$ cat src/rtl/sc_pulse_seq.sv
// -----------------------------------------------------------------------------
// sc_pulse_seq -- special-command pulse sequencer
//
// Decodes a single-shot command word and produces:
//   * a calibration pulse with programmable delay D and width W
//     (IDLE -> DELAY -> PULSE -> IDLE),
//   * N_STROBE one-cycle strobes,
//   * a sticky register-write-disable flag.
//
// Ports
//   bclk             in   bunch-crossing clock (only clock)
//   rstb             in   asynchronous active-low reset
//   cmdLoad          in   one-cycle strobe qualifying cmdData
//   cmdData[31:0]    in   command word
//   calPulse         out  calibration pulse (registered)
//   strobe[N-1:0]    out  one-cycle strobes (registered)
//   regWriteDisable  out  sticky write-disable (registered)
//   calBusy          out  high while the sequencer is not IDLE (registered)
//   calReject        out  one-cycle flag: start dropped while busy (registered)
//
// Configuration macro
//   SC_WD_UNLOCK_EN  when defined, cmdData[14] clears regWriteDisable
//                    (bit 15 set has priority). When undefined, bit 14 is
//                    ignored and only reset clears the flag.
// -----------------------------------------------------------------------------
module sc_pulse_seq #(
  parameter int N_STROBE  = 2,
  parameter int DLY_W     = 5,
  parameter int WID_W     = 4,
  parameter int DEF_WIDTH = 8
) (
  input  logic                bclk,
  input  logic                rstb,
  input  logic                cmdLoad,
  input  logic [31:0]         cmdData,
  output logic                calPulse,
  output logic [N_STROBE-1:0] strobe,
  output logic                regWriteDisable,
  output logic                calBusy,
  output logic                calReject
);

  // One counter serves both the delay and the pulse phases.
  localparam int CNT_W = (DLY_W > WID_W) ? DLY_W : WID_W;
  localparam logic [CNT_W-1:0] CNT_ZERO = CNT_W'(1'b0);
  localparam logic [CNT_W-1:0] CNT_ONE  = CNT_W'(1'b1);
  localparam logic [WID_W-1:0] WID_DEF  = WID_W'(DEF_WIDTH);
  localparam logic [WID_W-1:0] WID_ZERO = WID_W'(1'b0);
  localparam logic [DLY_W-1:0] DLY_ZERO = DLY_W'(1'b0);

  typedef enum logic [1:0] {
    ST_IDLE  = 2'b00,
    ST_DELAY = 2'b01,
    ST_PULSE = 2'b10
  } state_e;

  state_e                state_q, state_d;
  logic [CNT_W-1:0]      cnt_q, cnt_d;
  logic [WID_W-1:0]      wid_q, wid_d;
  logic                  pulse_q;
  logic                  busy_q;
  logic                  reject_q;
  logic [N_STROBE-1:0]   strobe_q;
  logic                  wd_q, wd_d;

  logic                  cmd_start_s;
  logic [DLY_W-1:0]      cmd_dly_s;
  logic [WID_W-1:0]      cmd_wid_raw_s;
  logic [WID_W-1:0]      cmd_wid_s;
  logic                  cnt_zero_s;
  logic                  seq_free_s;
  logic                  accept_s;
  logic                  reject_s;
  logic                  unused_cmd_s;

  // Command field decode.
  assign cmd_start_s   = cmdLoad & cmdData[0];
  assign cmd_dly_s     = cmdData[16 +: DLY_W];
  assign cmd_wid_raw_s = cmdData[24 +: WID_W];
  assign cmd_wid_s     = (cmd_wid_raw_s == WID_ZERO) ? WID_DEF : cmd_wid_raw_s;

  // Only some bits of the word are meaningful for a given configuration.
  assign unused_cmd_s  = ^cmdData;

  // A start is accepted in IDLE, and also on the final PULSE cycle so that
  // sequences can run back-to-back without an idle gap.
  assign cnt_zero_s = (cnt_q == CNT_ZERO);
  assign seq_free_s = (state_q == ST_IDLE) ||
                      ((state_q == ST_PULSE) && cnt_zero_s);
  assign accept_s   = cmd_start_s & seq_free_s;
  assign reject_s   = cmd_start_s & ~seq_free_s;

  // Calibration FSM next state, counter and latched width.
  always_comb begin
    state_d = state_q;
    cnt_d   = cnt_q;
    wid_d   = wid_q;
    if (accept_s) begin
      // Width is latched because the DELAY->PULSE reload happens long after
      // cmdData has gone away.
      wid_d = cmd_wid_s;
      if (cmd_dly_s == DLY_ZERO) begin
        state_d = ST_PULSE;
        cnt_d   = CNT_W'(cmd_wid_s) - CNT_ONE;
      end else begin
        state_d = ST_DELAY;
        cnt_d   = CNT_W'(cmd_dly_s) - CNT_ONE;
      end
    end else begin
      case (state_q)
        ST_IDLE: begin
          state_d = ST_IDLE;
          cnt_d   = CNT_ZERO;
        end
        ST_DELAY: begin
          if (cnt_zero_s) begin
            state_d = ST_PULSE;
            cnt_d   = CNT_W'(wid_q) - CNT_ONE;
          end else begin
            state_d = ST_DELAY;
            cnt_d   = cnt_q - CNT_ONE;
          end
        end
        ST_PULSE: begin
          if (cnt_zero_s) begin
            state_d = ST_IDLE;
            cnt_d   = CNT_ZERO;
          end else begin
            state_d = ST_PULSE;
            cnt_d   = cnt_q - CNT_ONE;
          end
        end
        default: begin
          state_d = ST_IDLE;
          cnt_d   = CNT_ZERO;
        end
      endcase
    end
  end

  // Sticky write-disable next value; set wins over clear.
  always_comb begin
    wd_d = wd_q;
    if (cmdLoad && cmdData[15]) begin
      wd_d = 1'b1;
    end
`ifdef SC_WD_UNLOCK_EN
    else if (cmdLoad && cmdData[14]) begin
      wd_d = 1'b0;
    end
`endif
    else begin
      wd_d = wd_q;
    end
  end

  // State and registered outputs; outputs are derived from next state so
  // they change on the same edge as the state.
  always_ff @(posedge bclk or negedge rstb) begin
    if (!rstb) begin
      state_q  <= ST_IDLE;
      cnt_q    <= CNT_ZERO;
      wid_q    <= WID_ZERO;
      pulse_q  <= 1'b0;
      busy_q   <= 1'b0;
      reject_q <= 1'b0;
      strobe_q <= {N_STROBE{1'b0}};
      wd_q     <= 1'b0;
    end else begin
      state_q  <= state_d;
      cnt_q    <= cnt_d;
      wid_q    <= wid_d;
      pulse_q  <= (state_d == ST_PULSE);
      busy_q   <= (state_d != ST_IDLE);
      reject_q <= reject_s;
      strobe_q <= cmdLoad ? cmdData[N_STROBE:1] : {N_STROBE{1'b0}};
      wd_q     <= wd_d;
    end
  end

  assign calPulse        = pulse_q;
  assign calBusy         = busy_q;
  assign calReject       = reject_q;
  assign strobe          = strobe_q;
  assign regWriteDisable = wd_q;

endmodule
$ cat config.mk
export PLATFORM = sky130hd
export DESIGN_NAME = sc_pulse_seq
export DESIGN_NICKNAME = d
export VERILOG_FILES = /design/src/rtl/sc_pulse_seq.sv
export SDC_FILE = /design/constraint.sdc
export NUM_CORES = 1
export LEC_CHECK = 0
export ABC_AREA = 1
export BUFFER_PORTS_ARGS = -buffer_cell sky130_fd_sc_hd__clkbuf_2
export CAP_MARGIN = 0
export CORE_MARGIN = 1
export CORE_UTILIZATION = 45
export DETAILED_ROUTE_END_ITERATION = 10
export GPL_TIMING_DRIVEN = 1
export PLACE_DENSITY = 0.71
export SLEW_MARGIN = 20
export SYNTH_ARGS = -nofsm -noshare
export SYNTH_HDL_FRONTEND = slang
export SYNTH_SLANG_ARGS = --single-unit
$ cat constraint.sdc
create_clock -name bclk -period 1.8 [get_ports bclk]
set_clock_uncertainty 0.2 [all_clocks]
set_input_delay 0.18 -clock bclk [delete_from_list [all_inputs] [get_ports bclk]]
set_output_delay 0.18 -clock bclk [all_outputs]
set_load 0.02 [all_outputs]
==> impl_metrics.csv <==
group,metric,value,unit
yosys,ys_seq_elements,17,
finish,final_util,65.2,%
setup_path,worst-path-buf-inv,2,
detailed_routing,vias,1015,
setup_path,worst-setup-path-type,"flip-flop to flip-flop",
timing,finalCritPeriodShare,95.3,%
clocking,cts_max_level,1,
placement,dp_slack,0.0391,ns
yosys,yosysWarnings,0,
detailed_routing,firstDrtPassIters,4,
setup_path,startpoint,"cnt_q[0]$_DFF_PN0_",
setup_path,cp_common_cell,"nand2_1",
yosys,seq_area_frac_synth,39.9,%
finish,n_antenna_cell,0,
yosys,synth.cell_area,1070,sq um
yosys,syn_nets,179,
floorplanning,dieWidth,50.7,microns
run,drv_cap,0,
setup_path,rrSetupSlack,0.09,ns
timing,setup-tns-final,0,ns
floorplanning,die_area,2570,sq um
global_route,grt_pass1_vias,971,
floorplanning,die_height,50.7,microns
timing,relSlewSlack,72.5,%
clocking,cts_tree,"yes",
setup_path,rr_worst_depth,9,
status,outcome,"finished clean",
timing,fmax,583,MHz
timing,setup_viol,0,
global_route,overflow,0,
finish,multi_input_area,561,sq um
yosys,netlist_instances,138,
timing,hold_viol,0,
floorplanning,io_pins,41,
finish,nNetsFinal,224,
setup_path,timing.rr.end,"cnt_q[3]$_DFF_PN0_",
setup_path,crit_required,1.83,ns
power_and_ir_drop,power_density,1200,nW/um^2
finish,regArea,425,sq um
yosys,synth_area_leader_cell,"dfrtp_1",
timing,finalWorstSetupSlack,0.0855,ns
clocking,clk_latency,0.29,ns
timing,worst_pin_slew,0.412,ns
setup_path,crit_path_top_delay_cell,"dfrtp_1",
finish,drive_gt1_share,25.8,%
setup_path,slowest_delay,0.36,ns
power_and_ir_drop,vdd_drop_max,0.754,mV
timing,slew_viol_final,0,
setup_path,end_kind,"flip-flop",
yosys,synthTopCellsByArea,"dfrtp_1 (40%), nand2_1 (14%), inv_1 (8.8%)",
finish,synthToLayoutAreaGrowth,36.5,%
worst_hold_path,min_path_type,"input port to flip-flop",
clocking,cts.sinks,17,
timing,period_needed,1.71,ns
setup_path,worstSetupEndpoint,"cnt_q[3]$_DFF_PN0_",
detailed_routing,wl_per_cell,11.5,microns
global_route,track_usage,22.2,%
global_route,grt_max_degree,18,
detailed_routing,drt_iter0_drc,8,
finish,nFillCells,188,
detailed_routing,vias_per_cell,4.83,
setup_path,rr_startpoint,"cnt_q[0]$_DFF_PN0_",
floorplanning,rows,17,
global_route,grt_antenna_before_repair,0,
finish,finalNonFillerCells,210,
setup_path,cp_num_cells,9,
yosys,synth_top_area_share,39.9,%
global_route,grt_pass1_wl,4.06,mm
yosys,synth_cell_types,25,
clocking,clk_pin_slew,0.10,ns
clocking,root_buffer,"clkbuf_4",
setup_path,crit_chain,"inv_1 > ha_4 > nand4_4 > buf_4 > nand2_1 > or2_2 > nand2_1 > nand2_1 > nand2_1",
clocking,cts_buffers,3,
setup_path,cp_max_fo,4,
floorplanning,core-area,2230,sq um
detailed_routing,drc,0,
detailed_routing,ant_nets,0,
placement,hpwl,1.68,mm
finish,fin_area,1460,sq um
setup_path,startpoint_type,"flip-flop",
yosys,syn_area_per_cell,7.73,sq um
clocking,clockBufferDepth,2,
placement,routabilityCongestion,0.765,
placement,io_buffers,21,
detailed_routing,drt_wl_total,2.42,mm
floorplanning,start_util,47.8,%
power_and_ir_drop,p_leak,0.800,nW
setup_path,crit_family,"simple AND/OR/NAND/NOR gates",
placement,dp.cells,189,
placement,placed_area,1230,sq um
setup_path,worstPathArrival,1.75,ns
## synthesized netlist by cell type
| cell type | count |
|---|---|
| dfrtp_1 | 17 |
| nor2_1 | 9 |
| inv_1 | 25 |
| nand2_4 | 1 |
| a21oi_1 | 2 |
| o21ai_0 | 7 |
| a21o_1 | 1 |
| xor2_1 | 4 |
| clkinv_2 | 1 |
| and2_1 | 1 |
| o21ai_4 | 1 |
| nand4_2 | 1 |
| inv_2 | 1 |
| ha_1 | 6 |
| buf_6 | 1 |
| nand2_2 | 3 |
| nand4_4 | 1 |
| nand3_1 | 8 |
| nand4_1 | 2 |
| o31ai_1 | 1 |
| o211ai_1 | 1 |
| nand2_1 | 40 |
| or2_2 | 1 |
| xnor2_1 | 1 |
| o22ai_1 | 2 |
## stage by stage
stage          total power, W  hold slack (ns)
4_1_cts               0.00167            0.109
5_1_grt               0.00190            0.162
3_3_place_gp          0.00141          -0.0730
6_report              0.00174            0.120
3_5_place_dp          0.00143          -0.0749
2_1_floorplan         0.00121           -0.316
## power by group
| part | switching, W | leakage (nW) | internal (W) |
|---|---|---|---|
| clock network | 0.000121 | 0.0177 | 0.0000826 |
| registers | 0.0000782 | 0.218 | 0.000497 |
| logic | 0.000555 | 0.564 | 0.000412 |
## layer usage
metal,vias up,track usage [%],wire [microns]
li1,520,-,-
met2,19,38.9,1260
met5,-,0,0
met4,0,12.5,62
met1,470,25.6,1040
met3,6,3.33,52
## cell families after synthesis
group	after synthesis	share of synthesized area, %
buffers and inverters	28	10.7
AOI/OAI and AO/OA	15	9.03
DFF	17	39.9
and+or+nand+nor	67	29.3
adders and majority gates	6	7.03
xor gates and xnor gates	5	4.10
## worst min path at each step
stage	start	endpoint	slack, ns	depth (start not counted)
finish	cmdData[18]	cnt_q[2]$_DFF_PN0_	0.12	6
global route	cmdData[18]	cnt_q[2]$_DFF_PN0_	0.16	6
CTS	cmdData[18]	cnt_q[2]$_DFF_PN0_	0.11	6
detailed placement	rstb	calPulse$_DFF_PN0_	-0.07	1
global placement	rstb	calPulse$_DFF_PN0_	-0.07	1
floorplan	rstb	calBusy$_DFF_PN0_	-0.32	0
## final cells by class
type / count / area share (%)
clock inverters: 1 / 0.344
flip-flops and latches: 17 / 29.2
inverters: 27 / 7.04
multi-input cells: 93 / 38.5
repair buffers: 41 / 21.0
well taps: 28 / 2.41
clock buffers: 3 / 1.55
## registers in the layout, indices dropped and copies added (netlist names)
| signal | flops |
|---|---|
| calPulse | 1 |
| regWriteDisable | 1 |
| strobe | 2 |
| cnt_q | 5 |
| wid_q | 4 |
| calReject | 1 |
| calBusy | 1 |
| state_q | 2 |
## cell usage in the layout (no fill, tap or decap), drive strengths merged
cell type	Yosys	layout
buf	1	5
dlygate4sd3	0	15
ha	6	6
o21ai	8	8
a21o	1	1
or2	1	1
xnor2	1	1
clkinv	1	2
o31ai	1	1
clkbuf	0	24
nor2	9	9
dfrtp	17	17
nand3	8	8
xor2	4	4
and2	1	1
o211ai	1	1
inv	26	26
a21oi	2	2
o22ai	2	2
nand4	4	4
nand2	44	44
## worst reg2reg max path, cell delays in order, from the launching register on
cell and delay [ns]:
dfrtp_1 0.36, inv_1 0.08, ha_4 0.18, nand4_4 0.11, buf_4 0.15, nand2_1 0.08
or2_2 0.31, nand2_1 0.07, nand2_1 0.05, nand2_1 0.06
## what timing repair did
item / 4_1_cts / 5_1_grt
hold buffers: 15 / 0
resized for setup: 0 / 10
hold endpoints to repair: 27 / 0
setup endpoints to repair: 0 / 9
buffers inserted: 0 / 2
No activity file was read; power rests on OpenSTA's default activity.
